<file path="config.mk">
export PLATFORM = sky130hd
export DESIGN_NAME = wind_input_conditioner
export DESIGN_NICKNAME = d
export VERILOG_FILES = /design/src/rtl/wind_pkg.sv /design/src/rtl/step_divider.sv /design/src/rtl/wind_input_conditioner.sv
export SDC_FILE = /design/constraint.sdc
export NUM_CORES = 1
export LEC_CHECK = 0
export ABC_AREA = 1
export BUFFER_PORTS_ARGS = -buffer_cell sky130_fd_sc_hd__buf_2
export CAP_MARGIN = 40
export CORE_AREA = 2 2 39 41
export CTS_CLUSTER_SIZE = 30
export DETAILED_ROUTE_END_ITERATION = 16
export DIE_AREA = 0 0 41 43
export HOLD_SLACK_MARGIN = 0.02
export PLACE_DENSITY = 0.66
export SLEW_MARGIN = 20
export SYNTH_ARGS = -nofsm -noshare
export SYNTH_HDL_FRONTEND = slang
export SYNTH_SLANG_ARGS = --single-unit
</file>
<file path="constraint.sdc">
create_clock -name clk -period 2.5 [get_ports clk]
set_input_delay 0.375 -clock clk [delete_from_list [all_inputs] [get_ports clk]]
set_output_delay 0.375 -clock clk [all_outputs]
set_load 0.05 [all_outputs]
</file>
<file path="src/rtl/wind_pkg.sv">
`default_nettype none
// +----------------------------------------------------------------------+
// | wind_pkg : wind switch codes and conditioner defaults                |
// | Rev 1.0                                                              |
// +----------------------------------------------------------------------+
package wind_pkg;

  typedef enum logic [1:0] {
    CALM    = 2'b00,
    R2L     = 2'b01,
    L2R     = 2'b10,
    ILLEGAL = 2'b11
  } wind_code_t;

  localparam int DEFAULT_DEBOUNCE_CYCLES = 4;
  localparam int DEFAULT_TICK_DIV        = 8;

  function automatic logic is_legal(input wind_code_t code);
    return code != ILLEGAL;
  endfunction

endpackage
`default_nettype wire

</file>
<file path="src/rtl/step_divider.sv">
`default_nettype none
// +----------------------------------------------------------------------+
// | step_divider : free-running step strobe, gated by run, restartable   |
// | Rev 1.0                                                              |
// +----------------------------------------------------------------------+
module step_divider #(
  parameter int TICK_DIV = wind_pkg::DEFAULT_TICK_DIV
) (
  input  logic clk,
  input  logic reset,
  input  logic run,
  input  logic restart,
  output logic step
);

  localparam int              CW   = (TICK_DIV > 1) ? $clog2(TICK_DIV) : 1;
  localparam logic [CW-1:0]   TERM = CW'(TICK_DIV - 1);

  logic [CW-1:0] cnt_q;
  logic [CW-1:0] cnt_d;

  assign step = run && (cnt_q == TERM);

  // Restart wins over run so a new wind code always realigns the step phase.
  always_comb begin
    cnt_d = cnt_q;
    if (restart) begin
      cnt_d = '0;
    end else if (run) begin
      cnt_d = (cnt_q == TERM) ? '0 : cnt_q + 1'b1;
    end
  end

  always_ff @(posedge clk) begin
    if (reset) begin
      cnt_q <= '0;
    end else begin
      cnt_q <= cnt_d;
    end
  end

endmodule
`default_nettype wire

</file>
<file path="src/rtl/wind_input_conditioner.sv">
`default_nettype none
// +----------------------------------------------------------------------+
// | wind_input_conditioner : sync + debounce wind switches, step strobe  |
// | Rev 1.0                                                              |
// +----------------------------------------------------------------------+
module wind_input_conditioner
  import wind_pkg::*;
#(
  parameter int DEBOUNCE_CYCLES = DEFAULT_DEBOUNCE_CYCLES,
  parameter int TICK_DIV        = DEFAULT_TICK_DIV
) (
  input  logic       clk,
  input  logic       reset,
  input  logic [1:0] sw,
  input  logic       run,
  output logic [1:0] bits,
  output logic       step,
  output logic       changed,
  output logic       illegal
);

  localparam int            SW       = (DEBOUNCE_CYCLES > 1) ? $clog2(DEBOUNCE_CYCLES) : 1;
  localparam logic [SW-1:0] STAB_MAX = SW'(DEBOUNCE_CYCLES - 1);

  logic [1:0]    sync1_q;
  logic [1:0]    sync2_q;
  wind_code_t    cand_q;
  wind_code_t    cand_d;
  logic [SW-1:0] stab_q;
  logic [SW-1:0] stab_d;
  wind_code_t    bits_q;
  wind_code_t    bits_d;
  logic          changed_q;
  logic          changed_d;
  logic          illegal_q;
  logic          illegal_d;
  logic          accept;

  always_ff @(posedge clk) begin
    if (reset) begin
      sync1_q <= 2'b00;
      sync2_q <= 2'b00;
    end else begin
      sync1_q <= sw;
      sync2_q <= sync1_q;
    end
  end

  // Acceptance is judged on the updated count so that the load edge counts
  // as the first stable cycle; sw-to-bits latency is DEBOUNCE_CYCLES+2.
  always_comb begin
    cand_d = cand_q;
    stab_d = stab_q;
    if (sync2_q != cand_q) begin
      cand_d = wind_code_t'(sync2_q);
      stab_d = '0;
    end else if (stab_q != STAB_MAX) begin
      stab_d = stab_q + 1'b1;
    end
    accept = (stab_d == STAB_MAX);
  end

  always_comb begin
    bits_d    = bits_q;
    changed_d = 1'b0;
    illegal_d = illegal_q;
    if (accept) begin
      if (!is_legal(cand_d)) begin
        illegal_d = 1'b1;
      end else begin
        illegal_d = 1'b0;
        if (cand_d != bits_q) begin
          bits_d    = cand_d;
          changed_d = 1'b1;
        end
      end
    end
  end

  always_ff @(posedge clk) begin
    if (reset) begin
      cand_q    <= CALM;
      stab_q    <= '0;
      bits_q    <= CALM;
      changed_q <= 1'b0;
      illegal_q <= 1'b0;
    end else begin
      cand_q    <= cand_d;
      stab_q    <= stab_d;
      bits_q    <= bits_d;
      changed_q <= changed_d;
      illegal_q <= illegal_d;
    end
  end

  assign bits    = bits_q;
  assign changed = changed_q;
  assign illegal = illegal_q;

  // Restart on the edge changed rises, so the divider phase lines up with it.
  step_divider #(
    .TICK_DIV (TICK_DIV)
  ) u_step_divider (
    .clk     (clk),
    .reset   (reset),
    .run     (run),
    .restart (changed_d),
    .step    (step)
  );

endmodule
`default_nettype wire
</file>
==> results of run 1 <==
## critical path, cell delays in order (launching register included)
cell and delay (ns):
dfxtp_1 0.37, ha_1 0.16, ha_1 0.16, nand2_1 0.05, inv_1 0.04, buf_2 0.25
## cells by family (layout without fill, tap and decap cells)
group	Yosys count	count (layout)	share of synthesized area, %
and+or+nand+nor	41	41	30.5
AOI/OAI and AO/OA	5	5	4.92
buffers and inverters	17	29	10.2
muxes	2	2	3.15
DFF	15	15	47.2
adders and majority gates	2	2	3.94
## layer usage
layer | vias up | global-route usage, %
met5 | - | 0
met3 | 0 | 4.71
li1 | 270 | -
met4 | 0 | 6.00
met1 | 212 | 16.3
met2 | 9 | 22.8
## flip-flops by register name, summed over array words and instances (netlist names)
| name | flops |
|---|---|
| illegal | 1 |
| bits | 2 |
| u_step_divider.cnt_q | 3 |
| sync1_q | 2 |
| stab_q | 2 |
| sync2_q | 2 |
| cand_q | 2 |
| changed | 1 |
## synthesized netlist by cell type
master    count
inv_2         4
nand3_1       4
a21oi_2       1
nand2_4       2
nor3_1        1
a21oi_1       2
a211oi_1      1
ha_1          2
o21ai_0       1
dfxtp_1      15
nand2_1      19
buf_2         1
inv_1        12
nor2_2        3
mux2i_1       2
nand3_2       1
nor2_1        9
nand2_2       2
## through the flow
stage | total power (W) | instance area [um^2] | utilization [%]
global route | 0.000452 | 722 | 52.2
floorplan | 0.000291 | 636 | -
finish | 0.000431 | 722 | 52.2
detailed placement | 0.000303 | 696 | 50.3
CTS | 0.000435 | 722 | 52.2
global placement | 0.000300 | 696 | 50.3
## layout make-up
class,count,area [um^2],area share [%]
Multi-Input combinational cell,50,270,37.4
Clock buffer,4,26.3,3.64
Inverter,16,60.1,8.32
Sequential cell,15,300,41.6
Timing Repair Buffer,9,45.0,6.24
Tap cell,16,20.0,2.77
## worst max path at each step
stage,from,end,slack (ns),cells past startpoint
final,u_step_divider.cnt_q[0]$_SDFFE_PP0P_,step,0.82,5
after global placement,u_step_divider.cnt_q[0]$_SDFFE_PP0P_,step,1.16,5
after global routing,u_step_divider.cnt_q[0]$_SDFFE_PP0P_,step,0.72,5
after floorplan,u_step_divider.cnt_q[0]$_SDFFE_PP0P_,step,1.15,4
after CTS,u_step_divider.cnt_q[0]$_SDFFE_PP0P_,step,0.81,5
after detailed placement,u_step_divider.cnt_q[0]$_SDFFE_PP0P_,step,1.12,5
## where the power goes
part	switching [W]	leakage, nW	internal [W]
logic	0.0000251	0.250	0.0000157
registers	0.00000656	0.123	0.000249
clock network	0.0000726	0.0150	0.0000618
==> results.md, run 1 <==
* Outcome: complete, no violations
* H-tree depth at 1
* ANT cells at 0
* Nets at slightly above 100
* GRT Overall Usage at around 14%
* Slew @ Worst Pin at 0.250 ns
* Final setup vio count at 0
* Synth Instances at 82
* Leakage at 0.387 nW
* Total die area at 1760 um^2
* Detailed Routing Iterations Pass 1 at 3
* Fillcell total at 143
* Top sig layer: met3
* R2R depth at 4
* Dpl cells at about 110
* Largest area contributor in the netlist: dfxtp_1
* Worst Hold End: sync1_q[0]$_SDFF_PP0_
* Commonest non-fill, non-tap cell in the layout: nand2_1
* Worst Hold Launch: sw[0]
* Vias at 491
* Endpoint class of the critical path: output pin
* First-pass GRT wire length at 1680 um
* Register area share after synthesis at 47.2%
* DRC viols at 0
* Post_cts resized at 0
* #FFs+latches synth at 15
* Hpwl dp at 833 um
* Hold depth at 3
* RSZ-0062 raised after global routing: false
* Largest net degree at the start of global routing at 11
* CTS Buffer Depth at 2
* Setup slack after layout at 0.823 ns
* Die height at 43 um
* Met2 Wirelength at 503 um
* Vias in the first global route at between 400 and 500
* Fin crit share at 67.1%
* Routed WL per cell at 9.42 um
* Cell area power density at between 500 and 600 nW/um^2
* F_max at 596 MHz
* CTS buffer count at 3
* GP Congestion at 0.661
* R2R Path End: u_step_divider.cnt_q[2]$_SDFFE_PP0P_
* WL met1 at roughly 500 um
* Clk_lat worst skew at between 0.2 and 0.3 ns
* Clock sink total at 15
* Yosys cell types at 18
* GRT Residual Overflow at 0
* Hold_ws at 0.290 ns
* Critical path type: flip-flop to output pin
* TNS Setup at 0 ns
* Max-Slew Margin vs Limit at 83.4%
* Setup crit start kind: flip-flop
* Met3 WL at between 40 and 50 um
* Initial Utilization at 45.9%
* Peak supply drop at roughly 360 uV
* Crit-path max FO at 3
* PortBufs at 9
* Post-route minimum period at ~1.7 ns
* Core area at 1380 um^2
* # hold bufs at CTS at 0
* Post-route ant nets at 0
* Synth Area per Inst at 7.75 um^2
* Max Cap Viol at 0
* Routed wire length at 1040 um
* Top cells by area, synth: dfxtp_1, nand2_1, inv_1
* CTS tree: built
* I/O pin count at 10
* Commonest cells after routing, fill and taps aside: nand2_1, dfxtp_1, inv_1
* Yosys Warn Count at 0
* Synth top area share at 47.2%
* Worst slack, placed at between 1 and 1.5 ns
* Share of cells above drive strength 1 at 26.6%
* Final Hold Vio Count at 0
* Synth Cell Area at 636 um^2
* Site Rows at 14
* Die Width at 41 um
* Via-to-Cell Ratio at ~4.5
* Clock skew after layout at ~0.0063 ns
* Reg2reg start: u_step_divider.cnt_q[0]$_SDFFE_PP0P_
* Non-Filler Instances at 110
* CP arrival at 1.30 ns
* Slew Viols, Final at 0
* Worst R2R Setup Slack at 1.36 ns
* Initial antenna violation count at 0
* Worst EP required at 2.12 ns
* Setup Buffers After CTS at 0
* Hold WC Path Type: primary input to flip-flop
* Clock root cell: clkbuf_4
* DRT iter0 DRCs at 1
* Area growth syn-to-layout at 13.6%
* Clk slew on worst S/H paths at approximately 0.090 ns
* Post-synthesis net count at a little under 90
Note: power is estimated with default switching activity, not from simulation.
==> run 2, diff against run 1 <==
--- a/config.mk
+++ b/config.mk
@@ -5,15 +5,14 @@
 export SDC_FILE = /design/constraint.sdc
 export NUM_CORES = 1
 export LEC_CHECK = 0
-export ABC_AREA = 1
+export ABC_AREA = 0
 export BUFFER_PORTS_ARGS = -buffer_cell sky130_fd_sc_hd__buf_2
 export CAP_MARGIN = 40
-export CORE_AREA = 2 2 39 41
+export CORE_UTILIZATION = 46
 export CTS_CLUSTER_SIZE = 30
 export DETAILED_ROUTE_END_ITERATION = 16
-export DIE_AREA = 0 0 41 43
 export HOLD_SLACK_MARGIN = 0.02
-export PLACE_DENSITY = 0.66
+export PLACE_DENSITY = 0.67
 export SLEW_MARGIN = 20
 export SYNTH_ARGS = -nofsm -noshare
 export SYNTH_HDL_FRONTEND = slang
==> constraint.sdc (replaced) <==
create_clock -name clk -period 1.4 [get_ports clk]
set_input_delay 0.21 -clock clk [delete_from_list [all_inputs] [get_ports clk]]
set_output_delay 0.21 -clock clk [all_outputs]
set_load 0.05 [all_outputs]
==> run 2 against run 1 <==
  * Synthesized cell count is 34% lower
  * Core utilization is 14 points higher
  * Via count is 12% lower
  * Synthesized area is 1.2% lower
  * Flip-flop and latch count stayed put
  * Largest power group unchanged
  * Sequential share of layout area is 2.9 points lower
  * Global-route usage is 1.4 points higher
  * The flow now finishes with violations (negative setup slack)
  * Highest routed layer is now met4
  * Setup slack worse by 0.85 ns
  * Non-clock buffer count is 4 higher
==> results.md, run 2 <==
* Hold WC Path Type: primary input to flip-flop
* Register area share after synthesis at 47.8%
* Most used DFF post-synth: dfxtp_1
* Yosys cell types at 22
* Post-synth EDFFs at 0
* Synth top area share at 47.8%
* Post-Synth Adder-Cell Area at 3.98%
* Via-to-Cell Ratio at slightly above 5
* Cell area power density at around 1000 nW/um^2
* Fraction of the mapped netlist area in compound gates at 12.5%
* Failing checks: negative setup slack
* Commonest non-fill, non-tap cell in the layout: dfxtp_1
* First-pass GRT wire length at 1540 um
* Clock sink total at 15
* Post-route ant nets at 0
* Worst R2R Setup Slack at 0.09 ns
* Final setup vio count at 1
* ANT cells at 0
* Main combinational cell family by area after synthesis: simple AND/OR/NAND/NOR gates
* Leakage at 0.331 nW
* Xor and xnor area share after synthesis at between 5 and 6%
* Detailed Routing Iterations Pass 1 at 3
* Worst slack, placed at 0.0854 ns
* DRC viols at 0
* Count leader, synth: dfxtp_1
* Crit-path max FO at 2
* Clock skew after layout at between 0.005 and 0.006 ns
* Clk slew on worst S/H paths at 0.09 ns
* Synth Instances at 54
* Non-Filler Instances at 84
* Worst Hold Launch: sw[1]
* Critical path type: flip-flop to output pin
* Number of flip-flops in the largest register at 3
* Nets at 78
* CTS tree: built
* Synth Cell Area at 628 um^2
* Post-synthesis net count at 61
* Final Hold Vio Count at 0
* GP Congestion at 0.779
* #FFs+latches synth at 15
* Top cells by count, synth: dfxtp_1, nor2b_1, xnor2_1, a211oi_2
* Site Rows at 12
* RSZ-0062 raised after global routing: true
* Clk_lat worst skew at between 0.2 and 0.3 ns
* Max Cap Viol at 0
* Asr flop ratio synth at 0%
* CTS Buffer Depth at 2
* Dpl cells at between 70 and 80
* Fillcell total at 108
* CP arrival at 1.21 ns
* Synth Area per Inst at 11.6 um^2
* Slew @ Worst Pin at 0.307 ns
* Top cells by area, synth: dfxtp_1, nor2b_1, a211oi_2
* Post-route minimum period at around 1.4 ns
* Multiplexer share of the synthesized area at 6.77%
* CTS buffer count at 3
* Outcome: finished with violations
* Endpoint class of the critical path: output pin
* TNS Setup at -0.0228 ns
* Worst EP required at 1.19 ns
* Die Width at just under 40 um
* GRT Overall Usage at between 10% and 20%
* Total die area at 1520 um^2
* Setup crit start kind: flip-flop
* Max-Slew Margin vs Limit at 79.6%
* Slew Viols, Final at 0
* DRT iter0 DRCs at 2
* Worst Hold End: sync1_q[1]$_SDFF_PP0_
* Yosys Warn Count at 0
* GRT Residual Overflow at 0
* Initial Utilization at 53.0%
* Largest net degree at the start of global routing at 16
* I/O pin count at 10
* Share of cells above drive strength 1 at between 40% and 50%
* Vias at 430
* R2R depth at 3
* PortBufs at 9
* Vias in the first global route at 380
* F_max at 703 MHz
* Area growth syn-to-layout at 24.7%
* Fin crit share at 102%
* Routed WL per cell at 11.5 um
* H-tree depth at 1
* Clock root cell: clkbuf_4
* Setup slack after layout at -0.0228 ns
* Hold depth at 2
* Top reg by flops: u_step_divider.cnt_q
* R2R Path End: bits[0]$_SDFFE_PP0P_
* Initial antenna violation count at 0
* Simple-Gate Fraction of Synth Area at 22.1%
* Largest area contributor in the netlist: dfxtp_1
* Reg2reg start: sync2_q[1]$_SDFF_PP0_
* Peak supply drop at 713 uV
* Hpwl dp at 656 um
* Routed wire length at 964 um
* # hold bufs at CTS at 0
* Core area at 1190 um^2
* Commonest cells after routing, fill and taps aside: dfxtp_1, nor2b_1, buf_2
* Die height at approximately 39 um
==> run 2: changes by cell type in the layout (fill, tap and decap cells not counted), sizes merged, moves of 2 or more <==
cell and delta:
nand2 -21, inv -15, nor2 -11, nor2b +8
nand3 -5, buf +4, xnor2 +4, nor3b +3
a211oi +2, a21oi -2, mux2 +2, nor3 +2
==> run 2: worst max-delay path by stage <==
stage                                              start  slack (ns)  depth (start not counted)                   end
floorplan                          sync2_q[0]$_SDFF_PP0_        0.13                          3  bits[0]$_SDFFE_PP0P_
global placement                   sync2_q[1]$_SDFF_PP0_        0.14                          3  bits[1]$_SDFFE_PP0P_
detailed placement                 sync2_q[1]$_SDFF_PP0_        0.09                          3  bits[0]$_SDFFE_PP0P_
CTS                 u_step_divider.cnt_q[0]$_SDFFE_PP0P_       -0.03                          4                  step
global route        u_step_divider.cnt_q[1]$_SDFFE_PP0P_       -0.06                          4                  step
finish              u_step_divider.cnt_q[1]$_SDFFE_PP0P_       -0.02                          4                  step
==> run 2: per-stage QoR <==
stage / util [%] / hold slack [ns] / power [W] / area (um^2)
floorplan: - / 0.282 / 0.000547 / 628
global placement: 59.8 / 0.419 / 0.000577 / 709
detailed placement: 59.8 / 0.428 / 0.000579 / 709
CTS: 66.0 / 0.139 / 0.000825 / 783
global route: 66.0 / 0.136 / 0.000852 / 783
finish: 66.0 / 0.141 / 0.000818 / 783
==> run 2: worst max-delay path, stage by stage (launching register included) <==
cell     delay, ns
dfxtp_2       0.34
ha_4          0.16
ha_4          0.15
and2_4        0.15
buf_8         0.14
==> run 2: area by class of cell <==
type	count	area, um^2	area share [%]
multi-input cells	37	348	44.4
flip-flops and latches	15	303	38.7
inverters	1	3.75	0.479
well taps	14	17.5	2.24
clock buffers	4	26.3	3.35
repair buffers	13	85.1	10.9
==> run 2: kinds of logic (layout without fill, tap and decap cells) <==
family / count (synthesis) / count (layout)
AOI/OAI and AO/OA: 7 / 7
xor gates and xnor gates: 4 / 4
adders and majority gates: 2 / 2
buffers and inverters: 2 / 18
DFF: 15 / 15
muxes: 4 / 4
and+or+nand+nor: 20 / 20
==> run 2: what timing repair did <==
item / CTS / global route
resized for setup: 10 / 0
setup endpoints to repair: 1 / 1
setup buffers: 1 / 0
==> run 2: report_power, final <==
| group | internal (W) | switching, W | leakage [nW] |
|---|---|---|---|
| registers | 0.000449 | 0.0000135 | 0.124 |
| logic | 0.0000542 | 0.0000617 | 0.192 |
| clock network | 0.000110 | 0.000129 | 0.0150 |
| total | 0.000613 | 0.000205 | 0.331 |
==> run 2: routing by layer <==
layer	wire (um)	share of wire (%)	up-vias	global-route usage, %
li1	-	-	222	-
met1	470	49	197	19.4
met2	451	47	9	22.5
met3	31	3.2	2	3.47
met4	11	1.1	0	12.9
met5	0	0	-	0
==> run 3, diff against run 2 <==
--- a/config.mk
+++ b/config.mk
@@ -9,6 +9,7 @@
 export BUFFER_PORTS_ARGS = -buffer_cell sky130_fd_sc_hd__buf_2
 export CAP_MARGIN = 40
 export CORE_UTILIZATION = 46
+export CTS_BUF_LIST = sky130_fd_sc_hd__clkbuf_16
 export CTS_CLUSTER_SIZE = 30
 export DETAILED_ROUTE_END_ITERATION = 16
 export HOLD_SLACK_MARGIN = 0.02
==> run 3 against run 2 <==
  * Sequential power is essentially flat
  * Wire length grew 7.9%
  * Setup slack gained 0.037 ns
  * Largest cell class unchanged
  * Clock skew shrank 0.0027 ns
  * First-iteration DRC count is the same
  * Hold slack gained 0.038 ns
  * Power grew 37%
  * Clock power grew 120%
  * The run now ends clean
==> results.md, run 3 (synthesis results as in run 2) <==
* Sw Pwr at 0.000238 W
* Internal power at slightly below 0.0009 W
* Nets at 78
* Peak supply drop at 885 uV
* Endpoint class of the critical path: output pin
* Vias in the first global route at just under 400
* CTS Buffer Depth at 2
* Fin crit share at 99.0%
* RSZ-0062 raised after global routing: true
* F_max at 722 MHz
* Crit-path max FO at 2
* Initial antenna violation count at 0
* Sequential power share at 41.5%
* Hold_ws at 0.179 ns
* Site Rows at 12
* Clk slew on worst S/H paths at 0.05 ns
* Clk_lat worst skew at 0.24 ns
* DRT iter0 DRCs at 2
* DRC viols at 0
* Initial Utilization at 53.0%
* Leakage at 0.358 nW
* H-tree depth at 1
* Cell area power density at 1340 nW/um^2
* ANT cells at 0
* Clock sink total at 15
* Setup crit start kind: flip-flop
* Routed WL per cell at 12.4 um
* Die Width at 39.0 um
* Largest net degree at the start of global routing at 16
* Die height at 39.0 um
* Commonest non-fill, non-tap cell in the layout: dfxtp_1
* Outcome: complete, no violations
* GRT Overall Usage at between 10% and 20%
* Critical path type: flip-flop to output pin
* GP Congestion at ~0.78
* Hold WC Path Type: primary input to flip-flop
* GRT Residual Overflow at 0
* Core area at approximately 1200 um^2
* PortBufs at 9
* End-of-flow core utilization at roughly 70%
* Hpwl dp at 656 um
* Slew Viols, Final at 0
* Final Hold Vio Count at 0
* Max-Slew Margin vs Limit at between 70 and 80%
* Total die area at 1520 um^2
* Detailed Routing Iterations Pass 1 at 3
* Routed wire length at 1040 um
* Clock skew after layout at around 0.0027 ns
* CP arrival at 1.18 ns
* Top reg by flops: u_step_divider.cnt_q
* Clock root cell: clkbuf_16
* Number of flip-flops in the largest register at 3
* Worst EP required at approximately 1.2 ns
* First-pass GRT wire length at 1570 um
* Final setup vio count at 0
* Fillcell total at roughly 100
* Switching part of the total at 21.2%
* Logic pwr share at 10.4%
* Via-to-Cell Ratio at 5.05
* Share of cells above drive strength 1 at roughly 41%
* Post-route minimum period at 1.39 ns
* Clk pwr share at 48.1%
* Area growth syn-to-layout at 33.1%
* Post-route ant nets at 0
* Setup slack after layout at 0.0141 ns
* CTS tree: built
* CTS buffer count at 3
* Vias at 424
* Worst slack, placed at 0.0854 ns
* Commonest cells after routing, fill and taps aside: dfxtp_1, nor2b_1, buf_2
* Slew @ Worst Pin at 0.307 ns
* Max Cap Viol at 0
* I/O pin count at 10
* TNS Setup at 0 ns
run 3: layout make-up:
cell class                 instances  area [um^2]  area share (%)
clock buffer                       3         75.1            8.98
multi-input combinational         37          348            41.6
inverter                           1         3.75           0.449
tap                               14         17.5            2.10
sequential                        15          303            36.2
clock inverter                     1         3.75           0.449
timing repair buffer              13         85.1            10.2
run 3: worst max-delay path: stages (launching register included):
cell and delay, ns:
dfxtp_2 0.33, ha_4 0.16, ha_4 0.15, and2_4 0.15, buf_8 0.14
run 3: power by group through the flow:
stage,Combinational [W],Sequential (W),Clock [W]
floorplan,0.0000650,0.000482,0
global placement,0.000109,0.000469,0
detailed placement,0.000110,0.000469,0
CTS,0.000115,0.000462,0.000547
global route,0.000128,0.000466,0.000570
finish,0.000116,0.000465,0.000538
run 3: what timing repair did:
action | CTS | global route
setup buffers | 1 | 0
gates resized for setup | 7 | 3
hold buffers | 0 | 0
endpoints found under the setup margin | 1 | 1
run 3: final timing paths:
| kind | startpoint | end | slack, ns | cells past startpoint |
|---|---|---|---|---|
| max | u_step_divider.cnt_q[0]$_SDFFE_PP0P_ | step | 0.01 | 4 |
| min reg2reg | sync1_q[0]$_SDFF_PP0_ | sync2_q[0]$_SDFF_PP0_ | 0.43 | 1 |
| max reg2reg | sync2_q[1]$_SDFF_PP0_ | bits[0]$_SDFFE_PP0P_ | 0.09 | 3 |
| min | sw[1] | sync1_q[1]$_SDFF_PP0_ | 0.18 | 2 |
run 3: per-layer routing:
layer	up-vias	part of all wire [%]	global-route usage [%]	wire length (um)
met5	-	0	0	0
met4	0	0	7.76	0
met3	0	3.2	5.20	33
met2	9	49	22.9	512
met1	195	48	20.5	495
li1	220	-	-	-
run 3: metrics by stage:
stage | cell area, um^2 | total power, W | instances
floorplan | 628 | 0.000547 | 54
global placement | 709 | 0.000577 | 79
detailed placement | 709 | 0.000579 | 79
CTS | 812 | 0.00112 | 84
global route | 836 | 0.00116 | 84
finish | 836 | 0.00112 | 84
